==> config.mk <==
export PLATFORM = sky130hd
export DESIGN_NAME = core_vx_ptw
export DESIGN_NICKNAME = d
export VERILOG_FILES = /design/src/rtl/core_vx_ptw.sv
export SDC_FILE = /design/constraint.sdc
export NUM_CORES = 1
export LEC_CHECK = 0
export ABC_AREA = 1
export CORE_UTILIZATION = 40
export CTS_CLUSTER_DIAMETER = 60
export DETAILED_ROUTE_END_ITERATION = 6
export PLACE_DENSITY = 0.71
export REMOVE_ABC_BUFFERS = 1
export SLEW_MARGIN = 30
export SYNTH_ARGS = -nofsm -noshare
export SYNTH_HDL_FRONTEND = slang
export SYNTH_SLANG_ARGS = --single-unit
==> constraint.sdc <==
create_clock -name clk -period 4.3 [get_ports clk]
set_input_delay 1.075 -clock clk [delete_from_list [all_inputs] [get_ports clk]]
set_output_delay 1.075 -clock clk [all_outputs]
set_load 0.1 [all_outputs]
==> src/rtl/core_vx_ptw.sv <==
// Two-level (Sv32-style) page table walker: 20-bit VPN, 22-bit PPN, 34-bit bus address.
// Superpage (level-1 leaf) support is enabled by defining COREVX_PTW_SUPERPAGE_EN.
module core_vx_ptw (
    input  logic        clk,
    input  logic        rst,
    input  logic        resolve_request,
    input  logic [19:0] resolve_virtual_address,
    input  logic [21:0] csr_satp_ppn_r,
    output logic        resolve_busy,
    output logic        resolve_done,
    output logic        resolve_pagefault,
    output logic        resolve_accessfault,
    output logic [7:0]  resolve_access_bits,
    output logic [21:0] resolve_physical_address,
    output logic [33:0] m_address,
    output logic        m_read,
    input  logic        m_waitrequest,
    input  logic        m_readdatavalid,
    input  logic [31:0] m_readdata,
    input  logic [1:0]  m_response
);

    // state | meaning
    // IDLE  | waiting for resolve_request
    // ISSUE | read of current-level PTE on the bus
    // WAIT  | waiting for read data, PTE evaluated on arrival
    // DONE  | one-cycle completion pulse
    typedef enum logic [1:0] {IDLE, ISSUE, WAIT, DONE} state_t;

    state_t      state_q, state_d;
    logic        level_q, level_d;
    logic [19:0] vpn_q, vpn_d;
    logic [21:0] satp_q, satp_d;
    logic [21:0] pte_ppn_q, pte_ppn_d;
    logic        pf_q, pf_d;
    logic        af_q, af_d;
    logic [7:0]  bits_q, bits_d;
    logic [21:0] phys_q, phys_d;

    logic pte_v, pte_r, pte_w, pte_x;
    assign pte_v = m_readdata[0];
    assign pte_r = m_readdata[1];
    assign pte_w = m_readdata[2];
    assign pte_x = m_readdata[3];

    // RSW bits carry no meaning for translation
    logic unused_rsw;
    assign unused_rsw = ^m_readdata[9:8];

    always_ff @(posedge clk or posedge rst) begin
        if (rst) begin
            state_q   <= IDLE;
            level_q   <= 1'b0;
            vpn_q     <= '0;
            satp_q    <= '0;
            pte_ppn_q <= '0;
            pf_q      <= 1'b0;
            af_q      <= 1'b0;
            bits_q    <= '0;
            phys_q    <= '0;
        end else begin
            state_q   <= state_d;
            level_q   <= level_d;
            vpn_q     <= vpn_d;
            satp_q    <= satp_d;
            pte_ppn_q <= pte_ppn_d;
            pf_q      <= pf_d;
            af_q      <= af_d;
            bits_q    <= bits_d;
            phys_q    <= phys_d;
        end
    end

    always_comb begin
        state_d   = state_q;
        level_d   = level_q;
        vpn_d     = vpn_q;
        satp_d    = satp_q;
        pte_ppn_d = pte_ppn_q;
        pf_d      = pf_q;
        af_d      = af_q;
        bits_d    = bits_q;
        phys_d    = phys_q;

        resolve_busy = (state_q != IDLE);
        resolve_done = (state_q == DONE);
        m_read       = (state_q == ISSUE);
        m_address    = '0;
        if (state_q == ISSUE) begin
            m_address = level_q ? {satp_q, vpn_q[19:10], 2'b00}
                                : {pte_ppn_q, vpn_q[9:0], 2'b00};
        end

        case (state_q)
            IDLE: begin
                if (resolve_request) begin
                    vpn_d     = resolve_virtual_address;
                    satp_d    = csr_satp_ppn_r;
                    level_d   = 1'b1;
                    pte_ppn_d = '0;
                    pf_d      = 1'b0;
                    af_d      = 1'b0;
                    bits_d    = '0;
                    phys_d    = '0;
                    state_d   = ISSUE;
                end
            end
            ISSUE: begin
                if (!m_waitrequest) state_d = WAIT;
            end
            WAIT: begin
                if (m_readdatavalid) begin
                    state_d = DONE;
                    if (m_response != 2'b00) begin
                        af_d = 1'b1;
                    end else if (!pte_v || (!pte_r && pte_w)) begin
                        pf_d = 1'b1;
                    end else if (pte_r || pte_x) begin
                        if (level_q) begin
`ifdef COREVX_PTW_SUPERPAGE_EN
                            // a megapage must be 4 MiB aligned: low PPN field zero
                            if (m_readdata[19:10] != 10'd0) begin
                                pf_d = 1'b1;
                            end else begin
                                bits_d = m_readdata[7:0];
                                phys_d = {m_readdata[31:20], vpn_q[9:0]};
                            end
`else
                            pf_d = 1'b1;
`endif
                        end else begin
                            bits_d = m_readdata[7:0];
                            phys_d = m_readdata[31:10];
                        end
                    end else if (level_q) begin
                        pte_ppn_d = m_readdata[31:10];
                        level_d   = 1'b0;
                        state_d   = ISSUE;
                    end else begin
                        pf_d = 1'b1;
                    end
                end
            end
            DONE: begin
                state_d = IDLE;
            end
            default: begin
                state_d = IDLE;
            end
        endcase
    end

    assign resolve_pagefault        = pf_q;
    assign resolve_accessfault      = af_q;
    assign resolve_access_bits      = bits_q;
    assign resolve_physical_address = phys_q;

endmodule

==> results of run 1 <==
sequential cells by signal (all words and copies together) (netlist names):
name,flops
resolve_accessfault,1
vpn_q,20
satp_q,22
resolve_pagefault,1
resolve_physical_address,22
pte_ppn_q,22
resolve_access_bits,8
level_q,1
state_q,2
final cells by class:
class / count / area, sq um / share of cell area (%)
clock inverters: 4 / 33.8 / 0.529
well taps: 140 / 175 / 2.74
multi-input cells: 372 / 1860 / 29.1
clock buffers: 12 / 256 / 4.02
inverters: 42 / 160 / 2.51
repair buffers: 151 / 1430 / 22.3
flip-flops and latches: 99 / 2480 / 38.8
critical path: cells and delay by family, from the launching register on:
kind	cells	cell delay (ns)
buffers and inverters	2	1.09
and+or+nand+nor	1	0.27
DFF	1	0.44
layout by cell type, fill, tap and decap left out, types with 2 or more instances in the layout:
| cell | netlist | layout |
|---|---|---|
| sky130_fd_sc_hd__a21oi_1 | 35 | 35 |
| sky130_fd_sc_hd__buf_4 | 6 | 38 |
| sky130_fd_sc_hd__clkbuf_16 | 0 | 9 |
| sky130_fd_sc_hd__clkbuf_8 | 0 | 2 |
| sky130_fd_sc_hd__clkdlybuf4s50_1 | 0 | 112 |
| sky130_fd_sc_hd__clkinv_4 | 0 | 2 |
| sky130_fd_sc_hd__conb_1 | 1 | 2 |
| sky130_fd_sc_hd__dfrtp_1 | 99 | 99 |
| sky130_fd_sc_hd__inv_1 | 40 | 39 |
| sky130_fd_sc_hd__inv_2 | 2 | 2 |
| sky130_fd_sc_hd__mux2_2 | 42 | 42 |
| sky130_fd_sc_hd__nand2_1 | 194 | 193 |
| sky130_fd_sc_hd__nand3_1 | 57 | 57 |
| sky130_fd_sc_hd__nor2_1 | 36 | 35 |
| sky130_fd_sc_hd__o21ai_0 | 3 | 3 |
synth_stat cells:
| master | number | area [sq um] |
|---|---|---|
| sky130_fd_sc_hd__buf_4 | 6 | 45.0 |
| sky130_fd_sc_hd__nand2_1 | 194 | 728 |
| sky130_fd_sc_hd__clkbuf_1 | 13 | 48.8 |
| sky130_fd_sc_hd__inv_1 | 40 | 150 |
| sky130_fd_sc_hd__nand3b_1 | 1 | 7.51 |
| sky130_fd_sc_hd__inv_2 | 2 | 7.51 |
| sky130_fd_sc_hd__mux2_2 | 42 | 473 |
| sky130_fd_sc_hd__o21ai_0 | 3 | 15.0 |
| sky130_fd_sc_hd__dfrtp_1 | 99 | 2480 |
| sky130_fd_sc_hd__a21oi_1 | 35 | 175 |
| sky130_fd_sc_hd__nand3_1 | 57 | 285 |
| sky130_fd_sc_hd__nor2_1 | 36 | 135 |
| sky130_fd_sc_hd__conb_1 | 1 | 3.75 |
| sky130_fd_sc_hd__o21ai_1 | 1 | 5.00 |
| sky130_fd_sc_hd__buf_2 | 16 | 80.1 |
| sky130_fd_sc_hd__nand2_2 | 1 | 6.26 |
cells by family (layout without fill, tap and decap cells):
group,Yosys count,in the layout,synth area share (%)
other cells,1,2,0.0808
flops,99,99,53.4
simple gates,289,289,25.0
mux,42,42,10.2
compound gates,39,39,4.20
buf+inv,77,209,7.14
per-stage QoR:
stage          setup WS (ns)  cells  area [sq um]  hold slack [ns]
4_1_cts                 1.08    820          6390            0.475
2_1_floorplan         0.0689    513          4470            0.442
3_3_place_gp           0.900    804          6090            0.456
5_1_grt                0.862    820          6390            0.492
3_5_place_dp           0.822    804          6100            0.458
6_report                1.09    820          6390            0.472
per-layer routing:
metal  up-vias  GRT usage (%)
li1       1976              -
met1      1953           25.0
met2       113           38.5
met3        17           4.92
met4         0           7.24
met5         -              0
worst max path at each step:
stage	start	endpoint	slack, ns	cells after the start
CTS	state_q[1]	resolve_busy	1.08	3
finish	state_q[1]	resolve_busy	1.09	3
global route	state_q[0]	pte_ppn_q[20]	0.86	10
detailed placement	resolve_request	pte_ppn_q[20]	0.82	8
global placement	resolve_request	pte_ppn_q[6]	0.90	8
floorplan	m_readdatavalid	pte_ppn_q[0]	0.07	6
==> parameters.txt, run 1 <==
Parameter                              Value

Clocking
  Clock root buffer master    sky130_fd_sc_hd__clkbuf_16
  Clock insertion delay at the later pin of the skew report    0.33 ns
  CTS buffer count    9
  Buffers inserted during post-CTS setup optimization    0
  Number of buffers on the longest clock path    2
  Cts-stage hold buffer count    0
  CTS clk-pin slew, worst paths    0.07 ns
  Post-cts repair resize count    0
  Sinks on Clock Net    99
  TritonCTS clock tree    done
  Maximum level of the CTS H-tree    3

Die
  Area of the core    11100 sq um
  Top-level port count    150
  Initial cell density of the core    41.9%
  Number of rows in the core area    38
  Height of the die    110 um
  Die Outline Area    12000 sq um
  Die width    110 um

Drt
  Starting DRT DRC Count    176
  Routed met1 length    5.08 mm
  Detailed Routing Iterations Pass 1    4
  Highest metal used    met4
  Wire length per cell    15.0 um
  Metal3 WL    612 um
  Total DRC errors in the routed layout    0
  Via count normalized by instance count    4.95
  Number of vias in the routed layout    4059
  Routed Wire Length    12.3 mm
  Post-route ant nets    0
  Routed wl met2    6.38 mm

STA
  Endpoints failing hold    0
  RSZ-0062 raised after global routing    false
  Final setup violation count    0
  Final Cycle Share    74.8%
  Setup TNS    0 ns
  Max Clock Freq    311 MHz
  Clock tree skew after final layout    0.00546 ns
  Transition at the pin with the smallest max-transition slack    1.02 ns
  Worst rel slew slack    31.7%
  Post-route minimum period    3.21 ns
  Slew Limit Fails    0

Synth
  Mean area per synthesized cell    8.49 sq um
  Post-synthesis cell type count    16
  Post-Synthesis Cells    547
  Flops & latches, synth    99
  Sequential area share after synthesis    53.4%
  Synth warn    0
  Cell area after technology mapping    4640 sq um

Worst setup path
  Reg2reg start    state_q[0]
  Ordered cell list for the critical path    nor2_1 > inv_1 > clkdlybuf4s50_1
  Worst Reg2Reg Path Length in Cells    8
  Arrival time worst endpoint    2.14 ns
  Critical R2R Capture    pte_ppn_q[20]
  Endpoint kind of the worst setup timing path    primary output
  Slowest cell on the critical path    sky130_fd_sc_hd__clkdlybuf4s50_1
  Required time of the worst setup path    3.22 ns
  Maximum fanout count along the critical path    6
  Register-to-register setup slack    1.21 ns
  Crit path kind    flop to primary output
  Longest individual stage delay on the worst path    0.98 ns
  Crit start category    flop

Cells and area
  Number of diodes    0
  Post-route core utilization    57.6%
  Share of post-route cells with drive strength above 1    15.1%
  Number of fillers in the final layout    1030
  Final #Nets    756
  Synthesis-to-finish area growth    37.5%

Placed design
  HPWL after DPL    8.31 mm
  Final weighted congestion in routability-driven placement    0.827
  Number of buffers inserted by port buffering    145

GRT
  Via count of the first global-routing pass    4063
  Largest net degree at the start of global routing    60
  First-pass GRT wire length    19.7 mm
  Antenna violations before repair    0
  Total global routing overflow    0
  Overall fraction of global-route tracks in use    21.4%

Worst hold path
  Classification of the worst-slack hold path    flop to flop
  Launch point of the worst hold path    pte_ppn_q[15]
  Worst-case hold path end point    pte_ppn_q[15]
  Number of cells on the worst hold path    2

Status
  Result of the run    completed

Flow run
  Count of max-cap constraint violations    0
Power of run 1 is not shown: default switching activity piles up to over one toggle a cycle in this logic, so the estimate is an artifact.
==> run 2, diff against run 1 <==
==> constraint.sdc (replaced) <==
create_clock -name clk -period 3.04 [get_ports clk]
set_input_delay 0.76 -clock clk [delete_from_list [all_inputs] [get_ports clk]]
set_output_delay 0.76 -clock clk [all_outputs]
set_load 0.1 [all_outputs]
==> run 2 against run 1 <==
  * Global-route usage grew 0.76 points
  * Register-to-register slack lost 0.61 ns
  * Via count grew 2.6%
  * Worst setup slack lost 0.92 ns
  * First-iteration DRC count grew 7.4%
  * Critical endpoint is now m_address[24]
  * Largest cell class unchanged
==> parameters.txt, run 2 (synthesis results as in run 1) <==
Parameter                              Value

STA
  Slew Limit Fails    0 (unchanged)
  Endpoints failing hold    0 (unchanged)
  Max Clock Freq    348 MHz
  Transition at the pin with the smallest max-transition slack    0.840 ns (was 1.02 ns)
  Final setup violation count    0 (unchanged)
  Post-route minimum period    2.88 ns
  Setup TNS    0 ns (unchanged)
  Worst rel slew slack    43.9% (was 31.7%)
  Smallest setup slack after layout    0.163 ns (was 1.09 ns)
  Clock tree skew after final layout    0.00749 ns (was 0.00546 ns)
  Final Cycle Share    94.6%
  RSZ-0062 raised after global routing    false (unchanged)

Drt
  Post-route ant nets    0 (unchanged)
  Via count normalized by instance count    5.06 (was 4.95)
  Wire length per cell    15.6 um (was 15.0 um)
  Detailed Routing Iterations Pass 1    5 (was 4)
  Starting DRT DRC Count    189 (was 176)
  Total DRC errors in the routed layout    0 (unchanged)
  Routed Wire Length    12.8 mm (was 12.3 mm)
  Number of vias in the routed layout    4166 (was 4059)

GRT
  Overall fraction of global-route tracks in use    22.2% (was 21.4%)
  Total global routing overflow    0 (unchanged)
  Antenna violations before repair    0 (unchanged)
  First-pass GRT wire length    20.1 mm (was 19.7 mm)
  Via count of the first global-routing pass    4105 (was 4063)
  Largest net degree at the start of global routing    46 (was 60)

Die
  Die Outline Area    12000 sq um (unchanged)
  Number of rows in the core area    38 (unchanged)
  Top-level port count    150 (unchanged)
  Die width    110 um (unchanged)
  Area of the core    11100 sq um (unchanged)
  Height of the die    110 um (unchanged)
  Initial cell density of the core    41.9% (unchanged)

Cells and area
  Number of fillers in the final layout    925 (was 1030)
  Leading cell type in the layout, fill and taps excluded    sky130_fd_sc_hd__nand2_1 (unchanged)
  Highest-count cells in the layout ignoring fill and taps    sky130_fd_sc_hd__nand2_1, sky130_fd_sc_hd__dfrtp_1, sky130_fd_sc_hd__clkdlybuf4s50_1 (was sky130_fd_sc_hd__nand2_1, sky130_fd_sc_hd__clkdlybuf4s50_1, sky130_fd_sc_hd__dfrtp_1)
  Combined area of the multi-input logic cells    1850 sq um (was 1860 sq um)
  Synthesis-to-finish area growth    46.6% (was 37.5%)
  Share of post-route cells with drive strength above 1    20.6% (was 15.1%)
  Post-route core utilization    61.4% (was 57.6%)
  Final #Nets    762 (was 756)
  Number of diodes    0 (unchanged)
  Sequential cell area    2480 sq um (unchanged)

Worst setup path
  Register-to-register setup slack    0.60 ns (was 1.21 ns)
  Crit path kind    flop to primary output (unchanged)
  Endpoint kind of the worst setup timing path    primary output (unchanged)
  Arrival time worst endpoint    2.12 ns (was 2.14 ns)
  Maximum fanout count along the critical path    22 (was 6)
  Required time of the worst setup path    2.28 ns (was 3.22 ns)
  Crit start category    flop (unchanged)

Clocking
  CTS clk-pin slew, worst paths    0.06 ns (was 0.07 ns)
  Buffers inserted during post-CTS setup optimization    0 (unchanged)
  Cts-stage hold buffer count    0 (unchanged)
  TritonCTS clock tree    done (unchanged)
  Maximum level of the CTS H-tree    3 (unchanged)
  Post-cts repair resize count    0 (unchanged)
  Clock root buffer master    sky130_fd_sc_hd__clkbuf_16 (unchanged)
  Clock insertion delay at the later pin of the skew report    0.34 ns (was 0.33 ns)
  CTS buffer count    9 (unchanged)
  Sinks on Clock Net    99 (unchanged)
  Number of buffers on the longest clock path    2 (unchanged)

Placed design
  Final weighted congestion in routability-driven placement    0.897 (was 0.827)
  Placement Setup Slack    0.384 ns (was 0.822 ns)
  HPWL after DPL    8.96 mm (was 8.31 mm)
  Number of buffers inserted by port buffering    145 (unchanged)

Status
  Result of the run    completed (unchanged)

Worst hold path
  Classification of the worst-slack hold path    flop to flop (unchanged)

Flow run
  Count of max-cap constraint violations    0 (unchanged)
==> run 2: final cells by class <==
type / instances / share of cell area (%)
flip-flops and latches: 99 / 36.4
multi-input cells: 372 / 27.2
repair buffers: 157 / 26.8
clock buffers: 12 / 3.77
well taps: 140 / 2.57
inverters: 42 / 2.35
clock inverters: 2 / 0.883
==> run 2: metrics by stage <==
step,hold slack (ns),cell area [sq um],std cells
CTS,0.476,6810,824
finish,0.471,6810,824
floorplan,0.442,4470,513
detailed placement,0.460,6490,810
global route,0.486,6810,824
global placement,0.455,6490,810
==> run 2: final timing paths <==
| check | startpoint | end | cells after the start |
|---|---|---|---|
| max reg2reg | state_q[0] | pte_ppn_q[18] | 7 |
| min reg2reg | pte_ppn_q[19] | pte_ppn_q[19] | 2 |
| min in group asynchronous | rst | vpn_q[8] | 2 |
| max | state_q[1] | m_address[24] | 5 |
| max in group asynchronous | rst | pte_ppn_q[7] | 3 |
| min | pte_ppn_q[19] | pte_ppn_q[19] | 2 |
==> run 2: worst max-delay path, stage by stage, from the launching register on <==
cell,delay [ns]
sky130_fd_sc_hd__dfrtp_1,0.46
sky130_fd_sc_hd__inv_1,0.11
sky130_fd_sc_hd__nand2_1,0.32
sky130_fd_sc_hd__buf_4,0.37
sky130_fd_sc_hd__a21oi_1,0.29
sky130_fd_sc_hd__buf_12,0.22
==> run 2: layer usage <==
metal	vias to the layer above	part of all wire (%)	track usage [%]
li1	1993	-	-
met1	2026	40	25.4
met2	124	53	40.7
met3	23	4.8	3.73
met4	0	2.3	9.33
met5	-	0	0
Power of run 2 is left out for the same reason.
